## src/rtl/mem_port_arbiter.sv

```systemverilog
// Shares the single memory port between instruction fetch and the data stage.
// One request is latched at a time. Data has priority, and a streak limit keeps fetch from starving.
module mem_port_arbiter #(
    parameter int unsigned XLEN       = 64,
    parameter int unsigned MAX_STREAK = 4
) (
    input  logic            i_clk,
    input  logic            i_rst_n,
    input  logic            i_if_req,
    input  logic [XLEN-1:0] i_if_addr,
    output logic [31:0]     o_if_rdata,
    output logic            o_if_valid,
    output logic            o_if_stall,
    input  logic            i_d_memread,
    input  logic            i_d_memwrite,
    input  logic [XLEN-1:0] i_d_addr,
    input  logic [XLEN-1:0] i_d_wdata,
    input  logic [2:0]      i_d_RW_type,
    output logic [XLEN-1:0] o_d_rdata,
    output logic            o_d_valid,
    output logic            o_d_stall,
    output logic            o_mem_req,
    output logic            o_mem_we,
    output logic [XLEN-1:0] o_mem_addr,
    output logic [XLEN-1:0] o_mem_wdata,
    output logic [2:0]      o_mem_size,
    input  logic            i_mem_gnt,
    input  logic            i_mem_rvalid,
    input  logic [XLEN-1:0] i_mem_rdata
);

    localparam int unsigned SW = $clog2(MAX_STREAK) + 1;
    localparam logic [SW-1:0] MAX_S = SW'(MAX_STREAK);

    typedef enum logic [1:0] {StIdle, StReq, StWait, StDone} state_e;
    typedef enum logic {OwnFetch, OwnData} owner_e;

    state_e          r_state;
    owner_e          r_owner;
    logic [SW-1:0]   r_streak;
    logic [XLEN-1:0] r_addr;
    logic [XLEN-1:0] r_wdata;
    logic [2:0]      r_size;
    logic            r_we;
    logic            r_mem_req;
    logic [31:0]     r_if_rdata;
    logic [XLEN-1:0] r_d_rdata;
    logic            r_if_valid;
    logic            r_d_valid;

    logic w_d_req;
    logic w_data_win;
    logic w_fetch_win;

    assign w_d_req     = i_d_memread | i_d_memwrite;
    assign w_data_win  = w_d_req && (!i_if_req || (r_streak < MAX_S));
    assign w_fetch_win = !w_data_win && i_if_req;

    always_ff @(posedge i_clk or negedge i_rst_n) begin
        if (!i_rst_n) begin
            r_state    <= StIdle;
            r_owner    <= OwnFetch;
            r_streak   <= '0;
            r_addr     <= '0;
            r_wdata    <= '0;
            r_size     <= '0;
            r_we       <= 1'b0;
            r_mem_req  <= 1'b0;
            r_if_rdata <= '0;
            r_d_rdata  <= '0;
            r_if_valid <= 1'b0;
            r_d_valid  <= 1'b0;
        end else begin
            r_if_valid <= 1'b0;
            r_d_valid  <= 1'b0;
            unique case (r_state)
                StIdle: begin
                    // Streak only counts data wins that made a waiting fetch wait longer
                    if (!i_if_req || w_fetch_win) begin
                        r_streak <= '0;
                    end else if (w_data_win && (r_streak != MAX_S)) begin
                        r_streak <= r_streak + 1'b1;
                    end
                    if (w_data_win) begin
                        r_owner   <= OwnData;
                        r_addr    <= i_d_addr;
                        r_wdata   <= i_d_wdata;
                        r_size    <= i_d_RW_type;
                        r_we      <= i_d_memwrite;
                        r_mem_req <= 1'b1;
                        r_state   <= StReq;
                    end else if (w_fetch_win) begin
                        r_owner   <= OwnFetch;
                        r_addr    <= i_if_addr;
                        r_size    <= 3'b010;
                        r_we      <= 1'b0;
                        r_mem_req <= 1'b1;
                        r_state   <= StReq;
                    end
                end
                StReq: begin
                    if (i_mem_gnt) begin
                        r_mem_req <= 1'b0;
                        r_state   <= StWait;
                    end
                end
                StWait: begin
                    if (i_mem_rvalid) begin
                        if (r_owner == OwnData) begin
                            r_d_rdata <= i_mem_rdata;
                            r_d_valid <= 1'b1;
                        end else begin
                            r_if_rdata <= r_addr[2] ? i_mem_rdata[63:32] : i_mem_rdata[31:0];
                            r_if_valid <= 1'b1;
                        end
                        r_state <= StDone;
                    end
                end
                StDone: r_state <= StIdle;
                default: r_state <= StIdle;
            endcase
        end
    end

    assign o_if_rdata  = r_if_rdata;
    assign o_if_valid  = r_if_valid;
    assign o_if_stall  = i_if_req & ~r_if_valid;
    assign o_d_rdata   = r_d_rdata;
    assign o_d_valid   = r_d_valid;
    assign o_d_stall   = w_d_req & ~r_d_valid;
    assign o_mem_req   = r_mem_req;
    assign o_mem_we    = r_we;
    assign o_mem_addr  = r_addr;
    assign o_mem_wdata = r_wdata;
    assign o_mem_size  = r_size;

endmodule

```

## config.mk

```make
export PLATFORM = sky130hd
export DESIGN_NAME = mem_port_arbiter
export DESIGN_NICKNAME = d
export VERILOG_FILES = /design/src/rtl/mem_port_arbiter.sv
export SDC_FILE = /design/constraint.sdc
export NUM_CORES = 1
export LEC_CHECK = 0
export CELL_PAD_IN_SITES_DETAIL_PLACEMENT = 1
export CELL_PAD_IN_SITES_GLOBAL_PLACEMENT = 2
export CORE_MARGIN = 4
export CORE_UTILIZATION = 24
export CTS_CLUSTER_DIAMETER = 40
export DETAILED_ROUTE_END_ITERATION = 8
export PLACE_DENSITY_LB_ADDON = 0.1
export SYNTH_ARGS = -nofsm -noshare
export SYNTH_HDL_FRONTEND = slang
export SYNTH_SLANG_ARGS = --single-unit
export TNS_END_PERCENT = 1
```

## constraint.sdc

```tcl
create_clock -name i_clk -period 2.1 [get_ports i_clk]
set_clock_uncertainty 0.1 [all_clocks]
set_input_delay 0.315 -clock i_clk [delete_from_list [all_inputs] [get_ports i_clk]]
set_output_delay 0.315 -clock i_clk [all_outputs]
set_load 0.02 [all_outputs]
```

## Word-level counts from Yosys, hierarchy flattened

Cells that the tools add are included.

- Logic and storage cells: 70
- Output and inout port bits: 233
- Flip-flop bits (word level): 237
- Bits of input ports: 266

- Multiplexer cells: 25
- Equality and inequality tests: 7
- Reduce and logical (&&, ||, !) cells: 18
- Bitwise logic cells: 6
- $lt $le $gt $ge: 1
- Add/subtract/negate cells: 1

Operator list:

| cell | count |
|---|---|
| 2-to-1 mux 64 bit | 2 |
| 2-to-1 mux 32 bit | 1 |
| 2-to-1 mux 1 bit | 12 |
| 2-to-1 mux 3 bit | 4 |
| AND reduction 3 bit | 4 |
| 2-to-1 mux 2 bit | 4 |
| case mux 2 bit (4 select lines) | 1 |
| != test 3 bit (second input constant) | 2 |
| AND reduction 2 bit | 3 |
| nonzero test 2 bit | 3 |
| == test 2 bit (second input constant) | 2 |
| != test 2 bit (second input constant) | 2 |
| adder 3 x 1 -> 3 bit (second input constant) | 1 |
| logical AND 1 bit | 3 |
| less-than comparator 3 bit (second input constant) | 1 |
| NOT 1 bit | 3 |
| AND 1 bit | 2 |
| == test 2 x 1 -> 1 bit (second input constant) | 1 |
| zero test 1 bit | 2 |
| zero test 2 bit | 1 |
| logical OR 1 bit | 2 |
| case mux 1 bit (2 select lines) | 1 |
| OR 1 bit | 1 |

## Longest topological paths before layout

Gate-level depths: netlist of run 1.

- Depth in word-level cells: 8
- Gate-level depth with buffers: 8
- Gate-level depth less buffers: 5

## Least setup slack after synthesis of run 1

OpenSTA, ideal clock, no wires.

- Path type: register -> register
- Start point: register r_state[0]
- End point: register r_wdata[56], in the netlist o_mem_wdata[56]
- Setup time: 0.127 ns
- Arrival: 1.602 ns
- Required time: 1.873 ns
- Setup slack: 0.271 ns
- Period minus slack after synthesis: 1.829 ns
- Stages on the path, launching flop included: 9
- Path buffers: 3
- Cell sequence: dfrtp_1 > inv_1 > ha_1 > buf_2 > inv_1 > nor2_4 > buf_6 > buf_6 > mux2_1

- Word-level cells in the longest chain between the ends: 2

Ends and longest elaborated chain:

| what | RTL line | text |
|---|---|---|
| start: declaration | 38 | `state_e r_state;` |
| start signal: assignment | 61 | `r_state <= StIdle;` |
| start signal: assignment | 91 | `r_state <= StReq;` |
| start signal: assignment | 98 | `r_state <= StReq;` |
| zero test 2 bit | 76 | `unique case (r_state)` |
| AND reduction 2 bit (no source line) | - |  |
| end signal: assignment | 87 | `r_wdata <= i_d_wdata;` |
| end: declaration | 42 | `logic [XLEN-1:0] r_wdata;` |

Every way passes these cells.
A chain may end at the register's enable or synchronous reset.

## Worst setup path after layout of run 1

- Start point: register r_size[1], in the netlist o_mem_size[1]
- End point: output o_mem_size[1]

RTL lines:

| what | RTL line | text |
|---|---|---|
| start: declaration | 43 | `logic [2:0] r_size;` |
| start signal: assignment | 88 | `r_size <= i_d_RW_type;` |
| end: declaration | 26 | `output logic [2:0] o_mem_size,` |

No word-level cell between the ends.

==> run metrics, run 1 <==
first-pass GRT wire length=approximately 58000 um; leading post-synthesis cells by cell area=dfrtp_1, mux2_2, nand2_1; CP bufs+invs=1; Critical Path Max Stage Delay=around 0.70 ns; relative slew slack=73.2%; status=finished clean; drt wl/cell=between 20 and 25 um; CP required=approximately 1.7 ns; largest net degree at the start of global routing=75; Die Ht=~210 um; worst reg2reg startpoint=r_state[0]; r2r endpoint=o_mem_addr[1]; initial antenna violation count=6; Layout Cells excl Fill=roughly 1.9k; Initial DRC Count=around 250; GP Congestion=0.727; Initial Util=between 20 and 25%; pre-CTS WS=-0.0191 ns; commonest non-fill, non-tap cell in the layout=clkdlybuf4s50_1; commonest cells after routing, fill and taps aside=clkdlybuf4s50_1, dfrtp_1, nand2_1; synth warn=0; sequential share of the synthesized area=60.8%; DRC=0; Max Slew Vio Count=0; Synth area leader=dfrtp_1; vias per cell=approximately 4.3; Yosys cell types=32; H-Tree Depth=2; Syn Nets=approximately 1.1k; critical path, cell by cell=clkdlybuf4s50_1; CP top delay family=buffers and inverters; final net count=1614; final WL=between 30000 and 40000 um; # port buffers=~500; Yosys top cell area share=approximately 60%; vias in the first global route=just over 9k; synthesized cell area=9750 um2; overall routing resource usage=17.1%; ratio of cells with drive above 1 in the final layout=roughly 16%; CTS Buffer Depth=3; Via Count=just over 8k; CP max FO=2; setup TNS=0 ns; Hold Crit Class=in -> async; Fmax achieved=around 0.5 GHz; Final ANT Viol Nets=0; final setup vio count=0; clock sinks=~240; leakage=7.32 nW; Worst path slowest cell=clkdlybuf4s50_1; CTS clk-pin slew, worst paths=0.05 ns; synthesis-to-layout area growth=76.9%; P per Cell Area=between 1500 and 2000 nW/um2; Finished Core Util=between 40% and 50%; syn avg cell area=11.9 um2; chip width=roughly 210 um; synthesized instance count=between 800 and 900; minimum clock period=between 2 and 2.5 ns; Final period util=96.2%; fin area=between 15000 and 20000 um2; DP Area=between 15000 and 20000 um2; fin worst setup slack=around 0.080 ns; Max IR drop VDD=roughly 0.67 mV; row cnt=73; Worst Reg-to-Reg Cells=7; DIE AREA=roughly 44000 um2; critical path class=reg -> out; Slew @ Worst Pin=roughly 0.40 ns; CTS Root Cell=clkbuf_16; CTS tree=done; WP data arrival=1.61 ns; # IOs=~500; flop2flop setup slack=a little under 0.3 ns; final hold vios=0; unrepaired setup endpoints after global routing=no; post-synthesis register bit count=between 200 and 250; Startpoint Class=flip-flop; Final HPWL DP=28500 um; Num CTS Buffers=50; DR pass1 iterations=4; Setup crit end kind=primary output; Placed Cells=between 1.5k and 2k; CORE AREA=about 40000 um2; GR Overflow Total=0; postcts setup bufs=0; # Max-Cap Violations=0; clk_lat worst skew=about 0.55 ns
## registers in the layout (all words and copies together), names as in the netlist
| register | flops |
|---|---|
| o_if_rdata | 32 |
| o_d_rdata | 64 |
| o_d_valid | 1 |
| o_mem_addr | 64 |
| o_mem_size | 3 |
| o_mem_wdata | 64 |
| o_if_valid | 1 |
| r_state | 2 |
| r_streak | 3 |
| o_mem_req | 1 |
| r_owner | 1 |
| o_mem_we | 1 |
## per-layer routing
| metal | GRT usage (%) | routed length [um] | up-vias |
|---|---|---|---|
| met1 | 19.4 | 14900 | 4027 |
| met3 | 7.95 | 3780 | 59 |
| met5 | 0 | 59 | - |
| met4 | 4.88 | 795 | 8 |
| met2 | 28.8 | 18900 | 318 |
| li1 | - | - | 3878 |
## final cells by class
cell class / instances / area [um2]
clock buffer: 67 / 1410
timing repair buffer: 528 / 5420
multi-input combinational: 516 / 3510
clock inverter: 23 / 289
sequential: 237 / 5930
fill: 4268 / 22700
inverter: 9 / 33.8
tap: 525 / 657
antenna: 1 / 2.50
## worst max-delay path by stage
stage                         startpoint              end  depth (start not counted)
after global placement      i_d_memwrite    o_mem_size[1]                          6
after global routing      o_mem_addr[34]   o_mem_addr[34]                          1
after CTS                 o_mem_addr[61]   o_mem_addr[61]                          1
after floorplan               r_state[0]  o_mem_wdata[56]                          8
after detailed placement    i_d_memwrite       r_state[1]                          5
final                      o_mem_size[1]    o_mem_size[1]                          1
## report_power, final
part | leakage (nW) | switching [W] | total, W | internal (W)
registers | 2.79 | 0.00116 | 0.00803 | 0.00687
logic | 3.70 | 0.00650 | 0.0130 | 0.00645
clock network | 0.835 | 0.00253 | 0.00792 | 0.00539
## per-stage QoR
stage	hold slack, ns	total power (W)
after floorplan	-0.0806	0.0145
after global placement	0.159	0.0211
after detailed placement	0.154	0.0213
after CTS	0.135	0.0295
after global routing	0.169	0.0306
final	0.155	0.0289
## synth_stat cells
library cell and count:
dfrtp_1 237, nand2_1 164, mux2_2 102, nor2_1 66
a31oi_1 64, buf_2 34, mux2i_1 32, o21ai_0 32
mux2_1 27, clkbuf_1 11, inv_1 9, buf_4 6
ha_1 6, a22o_1 4, buf_6 2, buf_8 2
nand3_1 2, o22ai_1 2, o2bb2ai_1 2, a21oi_1 1
a222oi_1 1, a2bb2oi_2 1, nand3b_1 1, nand4b_1 1
nor2_4 1, nor2b_1 1, nor3_1 1, o22a_1 1
o2bb2ai_4 1, o31a_2 1, o31ai_1 1, o32a_1 1
## cells by family (layout without fill, tap and decap cells)
logic type | after synthesis | count (layout) | share of synthesized area (%)
and+or+nand+nor | 237 | 237 | 9.35
other | 0 | 1 | 0
AOI/OAI and AO/OA | 112 | 112 | 7.38
DFF | 237 | 237 | 60.8
buffers and inverters | 64 | 627 | 3.51
adders and majority gates | 6 | 6 | 0.770
muxes | 161 | 161 | 18.2
## repair_timing
action                                  4_1_cts  5_1_grt
hold endpoints to repair                    237        0
gates resized for setup                       1        0
endpoints found under the setup margin        1        0
hold buffers                                  1        0
No activity file was read; power rests on OpenSTA's default activity.
==> run 2, diff against run 1 <==
Clock period 2.1 ns to 2.03 ns, I/O delays scaled along.
==> run 2 against run 1 <==
Effect of this change:
- worst setup slack got worse by 0.021 ns
- first-iteration DRC count grew 5.6%
- total power up 6.8%
- cell area increased by 1.6%
- critical path depth stayed put
- largest cell class unchanged
==> run metrics, run 2 (synthesis gave the netlist of run 1 again) <==
CP required=1.63 ns; relative slew slack=a little under three quarters; Initial Util=24.4%; Die Ht=210 um; Max IR drop VDD=0.657 mV; GR Overflow Total=0; P per Cell Area=roughly 1800 nW/um2; drt wl/cell=about 20 um; CTS tree=done; Max Slew Vio Count=0; CTS Buffer Depth=3; leakage=7.54 nW; flop2flop setup slack=between 0.2 and 0.25 ns; GP Congestion=0.738; status=finished clean; commonest non-fill, non-tap cell in the layout=clkdlybuf4s50_1; setup TNS=0 ns; Final period util=between 90 and 100%; Initial DRC Count=263; clock sinks=~240; DRC=0; WP data arrival=about 1.6 ns; clk_lat worst skew=0.55 ns; unrepaired setup endpoints after global routing=no; Final ANT Viol Nets=0; overall routing resource usage=roughly 17%; minimum clock period=1.97 ns; Final HPWL DP=29000 um; final net count=1622; synthesis-to-layout area growth=79.8%; Setup crit end kind=primary output; critical path, cell by cell=clkdlybuf4s50_1; Layout Cells excl Fill=about 1.9k; largest net degree at the start of global routing=75; initial antenna violation count=7; CP top delay family=buffers and inverters; commonest cells after routing, fill and taps aside=clkdlybuf4s50_1, dfrtp_1, nand2_1; vias per cell=~4.4; row cnt=between 70 and 80; DR pass1 iterations=4; WL met2=between 15000 and 20000 um; Hold Crit Class=in -> async; wl on met1=15000 um; final total power=slightly above 0.03 W; Num CTS Buffers=between 50 and 60; Slew @ Worst Pin=0.426 ns; Worst Reg-to-Reg Cells=6; CTS clk-pin slew, worst paths=around 0.050 ns; final hold vios=0; Critical Path Max Stage Delay=between 0.6 and 0.7 ns; critical path class=reg -> out; WP depth=1; Via Count=8382; CP max FO=2; vias in the first global route=between 9k and 10k; final WL=roughly 39000 um; CP bufs+invs=1; chip width=between 200 and 250 um; Top Metal Used=met5; # Max-Cap Violations=0; CORE AREA=around 40000 um2; # IOs=between 400 and 500; # port buffers=498; Startpoint Class=flip-flop; first-pass GRT wire length=around 58000 um; metal3 WL=around 3800 um; Placed Cells=1819; H-Tree Depth=2; CTS Root Cell=clkbuf_16; DIE AREA=around 44000 um2; final setup vio count=0; ratio of cells with drive above 1 in the final layout=16.9%; Worst path slowest cell=clkdlybuf4s50_1; Fmax achieved=between 0.5 and 0.6 GHz
-- run 2: cell types whose count changed in the layout (fill, tap and decap cells not counted), sizes merged --
cell,previous run,this run
buf,32,37
inv,10,13
clkinv,14,10
bufinv,6,10
clkdlybuf4s50,494,477
dlygate4sd2,1,8
clkbuf,67,69
diode,1,3
clkinvlp,2,6
dlymetal6s2s,0,10
-- run 2: worst paths after layout --
| path | from | endpoint |
|---|---|---|
| min in group i_clk | i_d_addr[50] | o_mem_addr[50] |
| max in group asynchronous | i_rst_n | o_mem_addr[40] |
| hold reg to reg | o_if_rdata[15] | o_if_rdata[15] |
| setup / recovery | o_mem_addr[60] | o_mem_addr[60] |
| setup reg to reg | r_state[0] | o_mem_wdata[18] |
| hold / removal | i_rst_n | o_mem_wdata[0] |
-- run 2: through the flow --
stage	util, %	setup slack [ns]	hold slack [ns]	instance area, um2
detailed placement	39.0	-0.108	0.118	15600
global placement	39.0	-0.0340	0.122	15600
floorplan	-	0.201	-0.0911	9750
global route	43.9	0.0000380	0.132	17500
finish	43.9	0.0585	0.122	17500
CTS	43.8	0.00535	0.107	17500
-- run 2: timing repair --
item | in CTS | in global routing
buffers inserted | 0 | 0
resized for setup | 8 | 10
hold buffers | 1 | 0
endpoints found under the hold margin | 237 | 0
endpoints found under the setup margin | 8 | 10
-- run 2: routing by layer --
| layer | vias to the layer above | track usage, % |
|---|---|---|
| met5 | - | 0 |
| met4 | 10 | 4.97 |
| met3 | 66 | 7.62 |
| met2 | 318 | 29.5 |
| met1 | 4079 | 19.3 |
| li1 | 3909 | - |
-- run 2: power breakdown --
group          switching (W)  total, W  internal (W)
Combinational        0.00676    0.0134       0.00662
Clock                0.00279   0.00921       0.00641
Sequential           0.00119   0.00829       0.00711
Total                 0.0107    0.0309        0.0201
-- run 2: area by class of cell --
cell class / count / area [um2]
Antenna cell: 3 / 7.51
Multi-Input combinational cell: 516 / 3510
Clock buffer: 69 / 1490
Sequential cell: 237 / 5930
Inverter: 9 / 33.8
Fill cell: 4256 / 22400
Timing Repair Buffer: 533 / 5470
Clock inverter: 30 / 438
Tap cell: 525 / 657
==> run 3, diff against run 2 <==
Settings changed: CORE_ASPECT_RATIO from default to 1.75, CTS_CLUSTER_DIAMETER 40 to default.
Clock period 2.03 ns to 2.1 ns, I/O delays scaled along.
==> run 3 against run 2 <==
Effect of this change:
- first-iteration DRC count down 4.6%
- global-route usage barely moved
- register-to-register slack gained 0.02 ns
- largest cell class unchanged
- clock power fell by 46%
- worst setup slack improved by 0.011 ns
- cell count fell by 3.7%
- wire length up 1.2%
==> run metrics, run 3 (synthesis gave the netlist of run 1 again) <==
ratio of cells with drive above 1 in the final layout=14.3%; Setup crit end kind=primary output; # fillers=roughly 4.3k; GP Congestion=roughly 0.75; CP bufs+invs=1; final WL=just under 40000 um; status=finished clean; overall routing resource usage=17.2%; final setup vio count=0; fin worst setup slack=between 0.06 and 0.07 ns; final net count=between 1.5k and 2k; pre-CTS WS=-0.0861 ns; commonest non-fill, non-tap cell in the layout=clkdlybuf4s50_1; synthesis-to-layout area growth=70.0%; drt wl/cell=21.2 um; # port buffers=498; Layout Cells excl Fill=1850; DR pass1 iterations=6; DP Area=15600 um2; Num CTS Buffers=26; # IOs=~500; Slew @ Worst Pin=between 0.3 and 0.4 ns; Final ANT Viol Nets=0; global route hottest layer=met2; Max IR drop VDD=roughly 0.6 mV; CP required=1.68 ns; Startpoint Class=flip-flop; CTS clk-pin slew, worst paths=approximately 0.06 ns; WP depth=1; clk_lat worst skew=around 0.54 ns; met2 GRT Util=around a third; Worst path slowest cell=clkdlybuf4s50_1; DRC=0; initial antenna violation count=8; hold_ws=~0.13 ns; Worst Reg-to-Reg Cells=6; Final HPWL DP=30300 um; fin area=between 15000 and 20000 um2; H-Tree Depth=1; critical path, cell by cell=clkdlybuf4s50_1; commonest cells after routing, fill and taps aside=clkdlybuf4s50_1, dfrtp_1, nand2_1; flop2flop setup slack=approximately 0.24 ns; Final period util=around 97%; CP top delay family=buffers and inverters; chip width=around 160 um; relative slew slack=between 70% and 80%; vias in the first global route=8889; P per Cell Area=between 1500 and 2000 nW/um2; critical path class=reg -> out; row cnt=between 90 and 100; met3 usage=~4.9%; DIE AREA=roughly 44000 um2; largest net degree at the start of global routing=66; vias per cell=about 4.4; minimum clock period=2.03 ns; # Max-Cap Violations=0; leakage=about 7 nW; CTS Root Cell=clkbuf_16; met1 Use GR=between 10% and 20%; Placed Cells=1794; Hold Crit Class=in -> async; CTS tree=done; Via Count=8189; CORE AREA=between 40000 and 50000 um2; worst reg2reg startpoint=r_state[0]; postcts setup bufs=0; Critical Path End=o_mem_req; WP data arrival=1.62 ns; register area=5930 um2; unrepaired setup endpoints after global routing=no; CP max FO=3; CTS Buffer Depth=3; r2r endpoint=o_mem_wdata[30]; multi-input logic area=3510 um2; Max Slew Vio Count=0; Fmax achieved=between 0.4 and 0.5 GHz; Die Ht=approximately 270 um; Initial DRC Count=251; final hold vios=0; clock sinks=about 240; critical path startpoint=o_mem_req; first-pass GRT wire length=around 58000 um; GR Overflow Total=0; final total power=0.0262 W; Critical Path Max Stage Delay=between 0.7 and 0.8 ns; Initial Util=24.4%
-- run 3: cell count changes in the layout (fill, tap and decap cells not counted), moves of 2 or more --
cell / delta
buf_12: +3
bufinv_16: -8
clkbuf_1: -4
clkinv_2: -6
dlygate4sd2_1: -7
clkbuf_8: +6
inv_6: -4
clkdlybuf4s50_1: +18
clkinv_4: -2
clkbuf_16: -28
clkinvlp_4: -6
dlymetal6s2s_1: -10
diode_2: +4
-- run 3: per-layer routing --
metal | up-vias | part of all wire [%]
li1 | 3837 | -
met1 | 3993 | 35
met2 | 314 | 55
met3 | 43 | 7.0
met4 | 2 | 2.6
met5 | - | 0.033
-- run 3: cell type report --
| cell class | instances | share of cell area (%) |
|---|---|---|
| clock buffers | 43 | 5.16 |
| repair buffers | 538 | 33.3 |
| inverters | 9 | 0.204 |
| multi-input cells | 516 | 21.2 |
| well taps | 495 | 3.74 |
| clock inverters | 5 | 0.491 |
| diodes | 7 | 0.106 |
| flip-flops and latches | 237 | 35.8 |
-- run 3: what timing repair did --
action / 4_1_cts / 5_1_grt
endpoints found under the setup margin: 1 / 0
gates resized for setup: 1 / 0
hold buffers: 1 / 0
endpoints found under the hold margin: 237 / 0
-- run 3: report_power, final --
group          switching [W]  internal (W)  leakage (nW)
registers            0.00114       0.00685          2.79
clock network        0.00199       0.00302         0.466
logic                0.00666       0.00654          3.75
total                0.00978        0.0164          7.01
-- run 3: how the worst min path moves through the flow --
| stage | start | end | slack [ns] | depth (start not counted) |
|---|---|---|---|---|
| after floorplan | i_rst_n | o_d_rdata[0] | -0.08 | 0 |
| after CTS | i_rst_n | o_d_rdata[38] | 0.11 | 2 |
| after global routing | i_rst_n | o_d_rdata[43] | 0.14 | 2 |
| final | i_rst_n | o_d_rdata[38] | 0.13 | 2 |
| after detailed placement | i_rst_n | o_d_rdata[38] | 0.10 | 1 |
| after global placement | i_rst_n | o_d_rdata[38] | 0.1 | 1 |
-- run 3: stage by stage --
stage | utilization (%) | TNS (ns)
2_1_floorplan | - | 0
3_3_place_gp | 39.0 | -0.387
3_5_place_dp | 39.0 | -3.39
4_1_cts | 41.3 | 0
5_1_grt | 41.4 | 0
6_report | 41.4 | 0
==> edit 1, RTL diff (config.mk and constraints of run 1) <==
Encoding of `state_e`: now Gray code (2 bits for 4 states).
--- a/src/rtl/mem_port_arbiter.sv
+++ b/src/rtl/mem_port_arbiter.sv
@@ -33,5 +33,5 @@
     localparam logic [SW-1:0] MAX_S = SW'(MAX_STREAK);
 
-    typedef enum logic [1:0] {StIdle, StReq, StWait, StDone} state_e;
+    typedef enum logic [1:0] {StIdle = 2'b00, StReq = 2'b01, StWait = 2'b11, StDone = 2'b10} state_e;
     typedef enum logic {OwnFetch, OwnData} owner_e;
 
Formal check against the unedited RTL: same outputs for any inputs over 4 cycles, from zero or initial values and one cycle with i_rst_n low; so few cycles prove little.
==> edit 1 against run 1 <==
Sequential power about the same. Sequential cell count unchanged. Cell area grew 2.7%. Sequential share of layout area is 0.91 points lower. Setup slack worse by 14 ps. Maximum frequency fell by 0.67%. Global-route usage increased by 0.20 points. Area after synthesis up 1.6%. Routed wire length increased by 3.9%. Power rose by 3.0%. Non-clock buffer count is 6 higher. First-iteration DRC count is 23% lower. Critical path type unchanged. Highest routed layer unchanged.
==> edit 1: results (changes against run 1) <==
Synth Register Bits 237 (unchanged); VDD IR-drop max 0.767 mV (+14%); vias per cell 4.29 (-1.4%); Multi-input gate area 3730 µm² (+6.3%); Plain + repair buffers 534 (+1.1%); vias in the first global route 8,273 (-8.8%); Layout clock area frac 0.105 (+0.00673); antenna cells 2 (+1); Final Wtd Congestion 0.770 (+5.9%); Non-clk invs 5 (-4); slowest CP cell clkdlybuf4s50_1; All-Layer GR Usage 0.173 (+0.00195); synthesized net count 932 (-14%); delay-heaviest family, CP buffers and inverters; top cells by count, synth 251 x mux2_2, 237 x dfrtp_1, 37 x nand2_1, 35 x o21ai_0, 32 x mux2i_1; Warnings, synthesis 0 (unchanged); Final Cycle Share 0.968 (+0.00649); fraction of area in multi-input gates 0.211 (+0.00712); r2r startpoint r_state[1]; Mapped Cells 664 (-19%); wire length per cell 22.4 µm (+11%); dpl cells 1,691 (-6.8%); top cells by area, synth dfrtp_1 60%, mux2_2 29%, mux2i_1 3.2%; # fillers 4,194 (-1.7%); CTS root buf clkbuf_16; worst hold-check path type primary input to asynchronous set/reset pin; Port Buf Inserts 498 (unchanged); TritonCTS Buffers 53 (+6.0%); sequential area share after synthesis 0.599 (-0.00929); worst r2r dst o_mem_wdata[34]; pre-CTS setup slack -262 ps (-243 ps); combinational share of power 0.442 (-0.006); Placed Area 15,800 µm² (+1.9%); leakage power 7.41 nW (+1.1%); Async SR Flop Fraction 1.00 (unchanged); Worst R2R Setup Slack 220 ps (-70 ps); Reg power frac 0.269 (-0.009); final hold slack 196 ps (+41.2 ps); cells on worst reg2reg path 4 (-3); post-CTS sizing 4 (+3); Nets 1,483 (-8.1%); Distinct cells, synth 25 (-22%); largest net degree at the start of global routing 65 (-13%); PwrDens 1680 nW/µm² (+0.24%); worst slew pin tran 625 ps (+223 ps); placed wire-length estimate 30,600 µm (+7.3%); Post-Layout Cell Count 1,789 (-6.1%); 1st-pass router iterations 4 (unchanged); clock slew at reported path FFs 50 ps (about the same); Net Switching 10.0 mW (-1.6%); crit-path max cell delay 700 ps (about the same); NonClk Buf Share 0.311 (-0.00350); clk_buf instances 72 (+7.5%); share of layout cells above drive strength 1 0.306 (+0.146); multi-input gate count 384 (-26%); first-pass GRT wire length 57,400 µm (-0.81%); outcome finished, final reports clean; initial DRC count 191 (-23%)
edit 1: how the worst max path moves through the flow:
stage / startpoint / to / slack [ps] / cells after the start
floorplan: r_state[1] / o_mem_wdata[58] / 290 / 5
global placement: i_d_memread / o_d_stall / -250 / 5
detailed placement: i_d_memread / o_d_stall / -260 / 5
CTS: o_d_valid / o_d_valid / 5 / 1
global route: o_mem_addr[37] / o_mem_addr[37] / 30 / 1
finish: o_if_valid / o_if_valid / 70 / 1
edit 1: kinds of logic (layout without fill, tap and decap cells):
kind of cell               count (synthesis)  after routing  share of synthesized area
and+or+nand+nor                           48             48                     0.0202
muxes                                    288            288                      0.323
buffers and inverters                     43            634                     0.0260
DFF                                      237            237                      0.599
adders and majority gates                  2              2                    0.00253
AOI/OAI and AO/OA                         46             46                     0.0291
other                                      0              2                          0
edit 1: layer usage:
layer,global-route usage,part of all wire
met5,0,0.0013
met4,0.0474,0.016
met3,0.0830,0.11
met2,0.291,0.49
met1,0.197,0.38
==> edit 2, RTL diff (flow settings as in run 1) <==
Made on the original files. The parameter `MAX_STREAK` goes from 4 to 8.
--- a/src/rtl/mem_port_arbiter.sv
+++ b/src/rtl/mem_port_arbiter.sv
@@ -3,5 +3,5 @@
 module mem_port_arbiter #(
     parameter int unsigned XLEN       = 64,
-    parameter int unsigned MAX_STREAK = 4
+    parameter int unsigned MAX_STREAK = 8
 ) (
     input  logic            i_clk,
Check against the original RTL: no difference found for any inputs over 4 cycles, from zero or initial values and one cycle with i_rst_n low; that may be too few to reach the edited logic, so the function may still have changed.
==> edit 2 against run 1 <==
Global-route usage decreased by 0.12 points. Setup slack improved by 4.2 ps. Routed wire length increased by 0.80%. Cell area increased by 3.5%. Sequential cell count increased by 1. Area after synthesis increased by 1.2%. Power increased by 3.5%. Via count decreased by 3.7%. Register-to-register slack got worse by 50 ps. Largest power group unchanged. Largest cell class unchanged.
==> edit 2: results (changes against run 1) <==
met1 WL 15,200 µm (+1.8%); top cells by count, synth 238 x dfrtp_1, 124 x mux2_2, 97 x mux2i_1, 97 x nand2_1, 60 x o21ai_1; syn_area_per_cell 13.1 µm² (+9.8%); vias in the first global route 8,948 (-1.4%); initial DRC count 209 (-16%); VDD IR-drop max 0.778 mV (+16%); Critical Path Start o_d_valid; routing usage on met3 0.0716 (-0.00793); Final Wtd Congestion 0.788 (+8.3%); M1 GR Usage 0.197 (+0.00279); placed wire-length estimate 29,700 µm (+4.4%); met2 Use GR 0.285 (-0.00385); cells on worst reg2reg path 6 (-1); Post-Synth Adder-Cell Area 0.00761 (-0.0000888); crit-path max cell delay 630 ps (-70 ps); met3 routed WL 3800 µm (+0.45%); clk_lat worst skew 570 ps (+20 ps); leakage power 7.59 nW (+3.7%); outcome finished, final reports clean; largest net degree at the start of global routing 66 (-12%); sequential area share after synthesis 0.604 (-0.00448); via count 7,980 (-3.7%); initial antenna violation count 4 (-2); r2r startpoint r_state[1]; share of layout cells above drive strength 1 0.204 (+0.0438); met2 WL post-DR 19,100 µm (+0.90%); worst r2r dst o_mem_wdata[11]
-- edit 2: cell count changes in the layout (fill, tap and decap cells not counted), sizes merged, moves of 6 or more --
cell,change
nor2,-63
o21ai,+65
nand2,-67
clkbuf,-6
clkinvlp,+6
a31oi,-64
buf,+20
mux2i,+65
-- edit 2: final cells by class --
type	instances	area share
diodes	3	0.000420
clock buffers	61	0.0775
clock inverters	36	0.0286
inverters	12	0.00252
multi-input cells	456	0.202
flip-flops and latches	238	0.334
well taps	532	0.0373
repair buffers	550	0.318
-- edit 2: repair_timing --
action                                 4_1_cts  5_1_grt
setup endpoints to repair                    3        1
endpoints found under the hold margin       52        0
resized for setup                            3        1
hold buffers                                 1        0
-- edit 2: metrics by stage --
stage | TNS (ps) | setup slack (ps) | power (mW) | area [µm²] | util
final | 0 | 84.0 | 29.9 | 17900 | 0.438
after global routing | 0 | 12.3 | 31.6 | 17900 | 0.438
after CTS | 0 | 2.43 | 30.5 | 17900 | 0.438
after detailed placement | -924 | -66.9 | 21.5 | 15900 | 0.391
after global placement | -163 | -37.1 | 21.3 | 15900 | 0.391
after floorplan | 0 | 203 | 14.4 | 9870 | -
-- edit 2: report_power, final --
part	total [mW]	leakage [nW]	switching (mW)	internal (mW)
sequential	8.03	2.89	1.16	6.87
clock	8.75	0.905	2.80	5.96
combinational	13.1	3.80	6.52	6.61
-- edit 2: worst min-delay path by stage --
stage | start | endpoint | slack [ps]
floorplan | i_rst_n | o_d_rdata[0] | -80
global placement | i_rst_n | o_mem_addr[50] | 250
detailed placement | i_rst_n | o_mem_addr[41] | 260
CTS | i_d_RW_type[1] | o_mem_size[1] | 160
global route | i_d_RW_type[1] | o_mem_size[1] | 190
finish | i_rst_n | o_mem_addr[50] | 200
